<file path="src/rtl/mux7_rr_sched.sv">
// Round-robin scheduler for a 7-input single-bit mux: registered select,
// one-hot grant and valid, with a programmable per-owner hold limit.
module mux7_rr_sched #(
    parameter int unsigned MAX_HOLD = 4
) (
    input  logic       clk,
    input  logic       rst_n,
    input  logic [6:0] Req,
    output logic [2:0] Sel,
    output logic [6:0] Gnt,
    output logic       Valid
);

    typedef enum logic {
        IDLE  = 1'b0,
        GRANT = 1'b1
    } state_t;

    state_t     state_r;
    logic [2:0] owner_r;
    logic [2:0] ptr_r;
    logic [3:0] cnt_r;
    logic [2:0] sel_r;
    logic [6:0] gnt_r;
    logic       valid_r;

    logic [2:0] search_ptr_s;
    logic       release_s;
    logic       win_found_s;
    logic [2:0] win_idx_s;

    function automatic logic [2:0] inc7(input logic [2:0] v);
        if (v >= 3'd6) begin
            return 3'd0;
        end else begin
            return v + 3'd1;
        end
    endfunction

    // Circular first-set search; returns {found, index}.
    function automatic logic [3:0] find_winner(input logic [6:0] req, input logic [2:0] start);
        logic [2:0] idx;
        logic       found;
        logic [2:0] win;
        idx   = start;
        found = 1'b0;
        win   = 3'd0;
        for (int k = 0; k < 7; k++) begin
            if (!found && req[idx]) begin
                found = 1'b1;
                win   = idx;
            end
            idx = inc7(idx);
        end
        return {found, win};
    endfunction

    // Release decision and winner search on the sampled request vector.
    always_comb begin
        search_ptr_s = ptr_r;
        if (state_r == GRANT) begin
            search_ptr_s = inc7(owner_r);
        end else begin
            search_ptr_s = ptr_r;
        end
        release_s = (!Req[owner_r]) || (cnt_r == 4'(MAX_HOLD));
        {win_found_s, win_idx_s} = find_winner(Req, search_ptr_s);
    end

    // Scheduler state machine with registered outputs.
    always_ff @(posedge clk or negedge rst_n) begin
        if (!rst_n) begin
            state_r <= IDLE;
            owner_r <= 3'd0;
            ptr_r   <= 3'd0;
            cnt_r   <= 4'd0;
            sel_r   <= 3'd0;
            gnt_r   <= 7'd0;
            valid_r <= 1'b0;
        end else begin
            case (state_r)
                IDLE: begin
                    if (win_found_s) begin
                        state_r <= GRANT;
                        owner_r <= win_idx_s;
                        cnt_r   <= 4'd1;
                        sel_r   <= win_idx_s;
                        gnt_r   <= 7'd1 << win_idx_s;
                        valid_r <= 1'b1;
                    end else begin
                        state_r <= IDLE;
                    end
                end
                GRANT: begin
                    if (release_s) begin
                        // Search starts just past the owner, so it only re-wins when alone.
                        ptr_r <= search_ptr_s;
                        if (win_found_s) begin
                            owner_r <= win_idx_s;
                            cnt_r   <= 4'd1;
                            sel_r   <= win_idx_s;
                            gnt_r   <= 7'd1 << win_idx_s;
                            valid_r <= 1'b1;
                        end else begin
                            state_r <= IDLE;
                            gnt_r   <= 7'd0;
                            valid_r <= 1'b0;
                        end
                    end else begin
                        cnt_r <= cnt_r + 4'd1;
                    end
                end
                default: begin
                    state_r <= IDLE;
                    gnt_r   <= 7'd0;
                    valid_r <= 1'b0;
                end
            endcase
        end
    end

    assign Sel   = sel_r;
    assign Gnt   = gnt_r;
    assign Valid = valid_r;

endmodule

</file>
<file path="config.mk">
export PLATFORM = sky130hd
export DESIGN_NAME = mux7_rr_sched
export DESIGN_NICKNAME = d
export VERILOG_FILES = /design/src/rtl/mux7_rr_sched.sv
export SDC_FILE = /design/constraint.sdc
export NUM_CORES = 1
export LEC_CHECK = 0
export ABC_AREA = 0
export CAP_MARGIN = 5
export CORE_ASPECT_RATIO = 0.5
export CORE_MARGIN = 1.5
export CORE_UTILIZATION = 50
export DETAILED_ROUTE_END_ITERATION = 7
export PLACE_DENSITY_LB_ADDON = 0.2
export SKIP_CTS_REPAIR_TIMING = 1
export SKIP_LAST_GASP = 1
export SLEW_MARGIN = 15
export SYNTH_ARGS = -nofsm -noshare
export SYNTH_HDL_FRONTEND = slang
export SYNTH_SLANG_ARGS = --single-unit
</file>
<file path="constraint.sdc">
create_clock -name clk -period 5.3 [get_ports clk]
set_clock_uncertainty 0.15 [all_clocks]
set_input_delay 0.795 -clock clk [delete_from_list [all_inputs] [get_ports clk]]
set_output_delay 0.795 -clock clk [all_outputs]
set_load 0.1 [all_outputs]
</file>
==> results of run 1 <==
state kept, by name (all words and copies together) (netlist names):
register  flops
ptr_r         3
state_r       1
cnt_r         4
owner_r       3
Gnt           7
Valid         1
layer usage:
metal / up-vias / share of wire, %
met5: - / 0
met4: 0 / 2.5
met3: 24 / 9.6
met2: 159 / 42
met1: 1340 / 45
li1: 1299 / -
cells in the final DEF, fill, tap and decap left out, types with 4 or more instances in the layout:
| cell type | instances |
|---|---|
| nand2_1 | 36 |
| clkdlybuf4s50_1 | 19 |
| dfrtp_1 | 16 |
| mux2i_1 | 15 |
| buf_4 | 15 |
| nand3_1 | 14 |
| o211ai_1 | 13 |
| nor2_1 | 12 |
| o21ai_0 | 12 |
| nor2b_1 | 9 |
| a21oi_1 | 9 |
| nand4_1 | 8 |
| inv_1 | 7 |
| nand2b_1 | 7 |
| and3_1 | 7 |
| o21ai_1 | 7 |
| a21o_1 | 7 |
| o21a_1 | 5 |
| o31ai_1 | 5 |
| a21oi_2 | 4 |
| a31oi_1 | 4 |
| a211oi_1 | 4 |
| nor3_1 | 4 |
| a22o_1 | 4 |
worst max-delay path: cells and delay by family, from the launching register on:
family	cells	cell delay [ps]
compound gates	10	2230
xor+xnor	1	200
fa+ha+maj	3	640
buf+inv	3	250
flops	1	490
mux	1	470
simple gates	3	450
final cells by class:
class                   count  area [um^2]
multi-input cells         271         2080
inverters                  13         66.3
fillers                   466         1930
well taps                  70         87.6
clock inverters             1         7.51
clock buffers               3         41.3
flip-flops and latches     19          482
repair buffers             34          303
per-stage QoR:
stage / util (%) / setup slack, ps / instances
detailed placement: 59.4 / 243 / 403
global placement: 59.4 / 386 / 403
floorplan: - / 0.869 / 323
global route: 61.4 / 39.5 / 411
finish: 61.4 / 326 / 411
CTS: 60.4 / 221 / 407
cell usage after synthesis (all sizes together) (3+ instances only):
cell	count	area, um^2
a211oi	6	55.1
a21o	8	61.3
a21oi	13	76.3
a221oi	3	38.8
a22o	4	35.0
a22oi	3	27.5
a31oi	5	46.3
a32oi	4	42.6
and2	3	21.3
and3	7	43.8
buf	14	86.3
clkbuf	6	22.5
dfrtp	19	475
ha	6	75.1
inv	11	41.3
mux2	4	48.8
mux2i	17	174
nand2	36	135
nand2b	7	43.8
nand3	17	100
nand4	8	50.1
nor2	12	45.0
nor2b	9	56.3
nor3	5	30.0
o211ai	14	110
o21a	5	37.5
o21ai	22	125
o31ai	8	75.1
or2	3	18.8
how the worst min path moves through the flow:
| stage | start | to | cells after the start | slack, ps |
|---|---|---|---|---|
| floorplan | ptr_r[0] | ptr_r[0] | 2 | 310 |
| global placement | Valid | Valid | 2 | 310 |
| detailed placement | Gnt[4] | Gnt[4] | 1 | 350 |
| CTS | Gnt[3] | Gnt[3] | 1 | 370 |
| global route | Gnt[3] | Gnt[3] | 1 | 400 |
| finish | Gnt[3] | Gnt[3] | 1 | 360 |
kinds of logic after synthesis:
family          count (synthesis)
compound gates                123
buf+inv                        33
fa+ha+maj                       6
mux                            23
simple gates                  117
xor+xnor                        2
flops                          19
==> metrics.yaml, run 1 <==
worst_path_most_repeated_cell: "o211ai_1"
vias: 2822
place_area_um2: 2970
worstSetupStartpoint: "owner_r[0]"
cts_made_buffers: 3
cp_max_fo: 11
grt-busiest-layer: "met2"
rsz0062_at_grt: "false"
synth_area_um2: 2640
synth-compound-area-share_pct: 38.0
fp.dieH_um: 54.4
first_pass_iters: 5
ant_nets: 0
synth-xor-area-share_pct: 0.948
synth.mux.area_fraction_pct: 10.1
port_buffers: 19
cp-end-kind: "flop"
synth_seq_cells: 19
period_needed_ps: 4970
clock_latency_ps: 250
synth-simple-area-share_pct: 24.1
arrival_ps: 5000
cts-root-buf: "clkbuf_8"
r2r_setup_slack_ps: 330
clock_path_buffers: 2
hold_viol_final: 0
ys.flop_type: "dfrtp_1"
fin_crit_sh_pct: 93.9
via_per_inst: 6.87
cp-endpoint: "Gnt[1]"
io_pins: 20
status: "finished clean"
syn_area_per_cell_um2: 8.17
ys_types: 83
wirelength_mm: 8.48
start_util_pct: 52.8
area_delta_synth_final_pct: 16.3
synthesis.nets: 338
regToRegStartpoint: "owner_r[0]"
finalSetupTns_ps: 0
rows: 18
met2_usage_pct: 47.5
gp_congestion: 0.990
reg2reg_depth: 21
seq_area_frac_synth_pct: 18.0
grt_use_met1_pct: 42.8
worstMarginPinSlew_ps: 979
cts_tree: "yes"
cp.required_ps: 5330
slew-limit-headroom_pct: 34.5
finalSetupViolations: 0
grt_pass1_vias: 2545
reg2reg_to: "Gnt[1]"
cts_sinks: 19
dieArea_um2: 5750
synth_adder_area_share_pct: 2.84
fmax_mhz: 201
grt_usage_pct: 29.6
antenna_found_initial: 0
hold_class: "flop to flop"
design_area_um2: 3070
num_antenna_cells: 0
wl_per_cell_um: 20.6
drc: 0
crit_chain: "inv_4 > ha_4 > o211ai_1 > nand3_2 > inv_4 > ha_4 > clkinv_8 > xnor2_4 > a21oi_2 > ha_2 > and3_1 > a32oi_1 > o211ai_1 > a32oi_1 > mux2i_2 > a21oi_1 > o211ai_1 > a21boi_1 > o31ai_2 > nand3_1 > o21ai_1"
maxSlewViolCount: 0
synth_warnings: 0
clk_pin_slew_ps: 70
fin_worst_hold_slack_ps: 358
synth_top_family_by_area: "compound AO/OA/AOI/OAI gates"
grt_max_degree: 20
startpoint_type: "flop"
grt-ovfl-total: 0
layout-drive-gt1-share_pct: 21.7
drt_first_iter_violations: 302
grt_pass1_wl_mm: 13.2
max_stage_delay_ps: 490
async_flop_share_pct: 100
met3_usage_pct: 3.45
hpwl_mm: 6.27
h-tree-depth: 1
maxCapViolations: 0
synth-edff-count: 0
slowest_stage: "dfrtp_4"
coreArea_um2: 5000
synth_cells: 323
path_class: "flop to flop"
die_w_um: 106
finalNetCount: 357
Power of run 1 is not shown: default switching activity piles up to over one toggle a cycle in this logic, so the estimate is an artifact.
==> run 2, diff against run 1 <==
--- a/config.mk
+++ b/config.mk
@@ -8,8 +8,8 @@
 export ABC_AREA = 0
 export CAP_MARGIN = 5
 export CORE_ASPECT_RATIO = 0.5
-export CORE_MARGIN = 1.5
 export CORE_UTILIZATION = 50
+export CTS_CLUSTER_SIZE = 40
 export DETAILED_ROUTE_END_ITERATION = 7
 export PLACE_DENSITY_LB_ADDON = 0.2
 export SKIP_CTS_REPAIR_TIMING = 1
==> metrics.yaml, run 2 (synthesis gave the netlist of run 1 again) <==
cts-root-buf: "clkbuf_8"
cts_tree: "yes"
maxSlewViolCount: 0  # unchanged
first_pass_iters: 5  # unchanged
antenna_found_initial: 0  # unchanged
period_needed_ps: 5030  # +53.2 ps
n_fill_cell: 464  # -0.43%
vias: 2773  # -1.7%
grt_pass1_wl_mm: 12.8  # -3.5%
fmax_mhz: 199  # -1.1%
ant_nets: 0  # unchanged
finalSetupViolations: 0  # unchanged
place_ws_ps: 218  # -24.7 ps
rsz0062_at_grt: "false"
cts_sinks: 19  # unchanged
fp.dieH_um: 53.4  # -1.8%
final-instance-count-excl-fill: 409  # -0.49%
layout-drive-gt1-share_pct: 21.5  # -0.17 points
start_util_pct: 52.8  # unchanged
grt_usage_pct: 29.4  # -0.21 points
min_path_cells: 2  # +1
startpoint_type: "flop"
drt_first_iter_violations: 220  # -27%
dieArea_um2: 5590  # -2.8%
fin_ws_ps: 273  # -53.2 ps
holdPathEnd: "Valid"
drc: 0  # unchanged
wirelength_mm: 8.19  # -3.4%
worstMarginPinSlew_ps: 977  # -2.27 ps
finalNetCount: 355  # -0.56%
coreArea_um2: 5000  # unchanged
gp_congestion: 0.922  # -6.8%
die_w_um: 105  # -0.95%
layout_commonest_cell: "nand2_1"
dp_cells: 402  # -0.25%
cp_max_fo: 9  # -2
grt_pass1_vias: 2473  # -2.8%
finalSetupTns_ps: 0  # unchanged
grt-ovfl-total: 0  # unchanged
largest_reg_flops: 7  # unchanged
hold_class: "flop to flop"
area_delta_synth_final_pct: 16.1
hpwl_mm: 6.04  # -3.8%
hp-start: "Valid"
num_antenna_cells: 0  # unchanged
h-tree-depth: 1  # unchanged
hold_viol_final: 0  # unchanged
clock_latency_ps: 250  # about the same
slew-limit-headroom_pct: 34.7  # +0.15 points
regToRegStartpoint: "owner_r[0]"
cts_made_buffers: 3  # unchanged
cp-end-kind: "flop"
r2r_setup_slack_ps: 270  # -50 ps
via_per_inst: 6.78  # -1.3%
reg2reg_to: "Gnt[6]"
arrival_ps: 5020  # +20 ps
fin_crit_sh_pct: 94.9  # +1.0 points
cp.required_ps: 5290  # -40 ps
port_buffers: 19  # unchanged
wl_per_cell_um: 20.0  # -2.9%
clock_path_buffers: 2  # unchanged
rows: 18  # unchanged
clk_pin_slew_ps: 70  # about the same
final_cell_mix: "nand2_1 (36), clkdlybuf4s50_1 (19), dfrtp_1 (16)"
maxCapViolations: 0  # unchanged
io_pins: 20  # unchanged
grt_max_degree: 20  # unchanged
reg2reg_depth: 17  # -19%
status: "finished clean"
path_class: "flop to flop"
run 2: changes by cell type in the layout (fill, tap and decap cells not counted), sizes merged:
cell / delta
buf: -3
clkinv: +1
a32o: +1
clkinvlp: -1
run 2: layout make-up:
type                       instances  area, um^2  area share [%]
inverter                          13        66.3            2.16
clock buffer                       3        41.3            1.35
sequential                        19         482            15.7
multi-input combinational        272        2100            68.6
timing repair buffer              31         280            9.14
tap                               70        87.6            2.86
clock inverter                     1        5.00           0.163
run 2: routing by layer:
metal  global-route usage (%)  vias up  routed length, um
met3                     2.46       12                654
met4                     8.22        0                112
li1                         -     1298                  -
met1                     42.9     1341               3840
met5                        0        -                  0
met2                     46.6      122               3580
run 2: worst max-delay path, cell delays in order, from the launching register on:
cell and delay [ps]:
dfrtp_4 540, ha_1 260, or4b_4 590, a31oi_4 260, xnor2_4 200, a21oi_2 130
ha_2 230, and3_1 150, a32oi_1 150, o211ai_1 220, a32o_1 360, a211oi_2 310
o221ai_1 170, a221o_1 420, a21o_1 220, a32oi_4 250, nor3_1 90, a22o_1 220
run 2: metrics by stage:
step	util [%]	hold WS [ps]	instance area [um^2]
final	61.3	363	3070
after global routing	61.3	393	3070
after CTS	60.2	360	3010
after detailed placement	59.3	348	2960
after global placement	59.3	313	2960
after floorplan	-	313	2780
run 2: worst max path at each step:
stage                           from  endpoint  slack [ps]  cells after the start
after floorplan           owner_r[0]    Gnt[4]         0.9                     25
after global placement    owner_r[0]    Gnt[4]         370                     17
after detailed placement  owner_r[0]    Gnt[6]         220                     17
after CTS                 owner_r[0]    Gnt[6]         190                     17
after global routing      owner_r[0]    Gnt[6]          20                     21
final                     owner_r[0]    Gnt[6]         270                     17
Power of run 2 is left out for the same reason.
==> run 3, diff against run 2 <==
==> constraint.sdc (replaced) <==
create_clock -name clk -period 4.65 [get_ports clk]
set_clock_uncertainty 0.15 [all_clocks]
set_input_delay 0.6975 -clock clk [delete_from_list [all_inputs] [get_ports clk]]
set_output_delay 0.6975 -clock clk [all_outputs]
set_load 0.1 [all_outputs]
==> metrics.yaml, run 3 (synthesis gave the netlist of run 1 again) <==
grt_usage_pct: 30.9  # +1.5 points
port_buffers: 19  # unchanged
wl_per_cell_um: 19.7  # -1.5%
cp.required_ps: 4690  # -600 ps
design_area_um2: 3490  # +14%
drc: 0  # unchanged
drt_first_iter_violations: 257  # +17%
hold_viol_final: 0  # unchanged
cts_made_buffers: 3  # unchanged
io_pins: 20  # unchanged
hpwl_mm: 6.35  # +5.2%
fmax_mhz: 212  # +6.4%
grt-ovfl-total: 0  # unchanged
startpoint_type: "flop"
first_pass_iters: 5  # unchanged
final_util_pct: 69.8  # +8.5 points
cts_sinks: 19  # unchanged
path_class: "flop to flop"
grt_max_degree: 20  # unchanged
grt_pass1_vias: 2590  # +4.7%
area_delta_synth_final_pct: 32.1
arrival_ps: 4770  # -250 ps
via_per_inst: 6.64  # -2.1%
cts_tree: "yes"
rows: 18  # unchanged
hold_class: "flop to flop"
finalSetupViolations: 8  # +8
gp_congestion: 0.971  # +5.3%
num_antenna_cells: 0  # unchanged
layout-drive-gt1-share_pct: 32.6  # +11 points
finalNetCount: 399  # +12%
h-tree-depth: 1  # unchanged
maxCapViolations: 0  # unchanged
vias: 3006  # +8.4%
dieArea_um2: 5590  # unchanged
cp-end-kind: "flop"
antenna_found_initial: 0  # unchanged
status: "complete, but fails checks"
largest_reg_flops: 7  # unchanged
coreArea_um2: 5000  # unchanged
clock_latency_ps: 250  # about the same
fin_ws_ps: -75.4  # -348 ps
die_w_um: 105  # unchanged
grt_pass1_wl_mm: 13.3  # +3.9%
fin_crit_sh_pct: 102  # +6.8 points
layout_commonest_cell: "buf_4"
clk_pin_slew_ps: 70  # about the same
n_fill_cell: 412  # -11%
final_cell_mix: "buf_4 (54), nand2_1 (35), clkdlybuf4s50_1 (19)"
maxSlewViolCount: 0  # unchanged
cts-root-buf: "clkbuf_8"
fp.dieH_um: 53.4  # unchanged
rsz0062_at_grt: "true"
place_area_um2: 3220  # +8.6%
cp_max_fo: 8  # -1
clock_path_buffers: 2  # unchanged
wirelength_mm: 8.93  # +9.1%
violations: "setup timing"
start_util_pct: 52.8  # unchanged
worstMarginPinSlew_ps: 994  # +17.0 ps
slew-limit-headroom_pct: 33.5  # -1.1 points
place_ws_ps: -95.1  # -313 ps
period_needed_ps: 4730  # -302 ps
ant_nets: 0  # unchanged
-- run 3: cell types whose count changed in the layout (fill, tap and decap cells not counted), sizes merged --
cell and change:
a32o -1, buf +45, clkbuf +1, clkinv -1
-- run 3: layout make-up --
class                           instances  area (um^2)  area share, %
Clock buffer                            4         45.0           1.29
Timing Repair Buffer                   76          629           18.0
Tap cell                               70         87.6           2.51
Inverter                               13         66.3           1.90
Sequential cell                        19          482           13.8
Multi-Input combinational cell        271         2180           62.4
-- run 3: path summary, 6_finish.rpt --
kind | from | endpoint | slack (ps) | cells after the start
setup / recovery | owner_r[0] | Gnt[6] | -80 | 22
hold / removal | Gnt[6] | Gnt[6] | 360 | 1
setup reg to reg | owner_r[0] | Gnt[6] | -80 | 22
hold reg to reg | Gnt[6] | Gnt[6] | 360 | 1
max in group asynchronous | rst_n | owner_r[0] | 2990 | 1
min in group asynchronous | rst_n | Gnt[2] | 760 | 1
-- run 3: stage by stage --
stage	hold WS, ps	instances	TNS (ps)
2_1_floorplan	252	323	-7300
3_3_place_gp	312	431	0
3_5_place_dp	336	431	-588
4_1_cts	356	435	-650
5_1_grt	376	453	-2320
6_report	364	453	-448
-- run 3: worst max-delay path, cell delays in order, from the launching register on --
cell      delay, ps
dfrtp_4         440
inv_4            40
ha_4            160
o211ai_1        340
nand3_2         190
inv_4           100
ha_4            170
clkinv_8         70
xnor2_4         120
a21oi_2         170
ha_2            230
and3_4          180
a32oi_1          60
o211ai_1        210
a32o_2          370
buf_4           200
a221oi_4         40
a21o_1          210
a311o_1         390
a31oi_1         230
a32oi_2         190
nor3_1          240
a22o_1          170
-- run 3: metal layers --
| metal | track usage (%) | vias up | routed length [um] |
|---|---|---|---|
| met1 | 44.7 | 1432 | 4030 |
| met3 | 4.43 | 21 | 896 |
| met5 | 0 | - | 0 |
| li1 | - | 1386 | - |
| met4 | 9.62 | 0 | 136 |
| met2 | 47.7 | 167 | 3870 |
Power of run 3 is left out for the same reason.
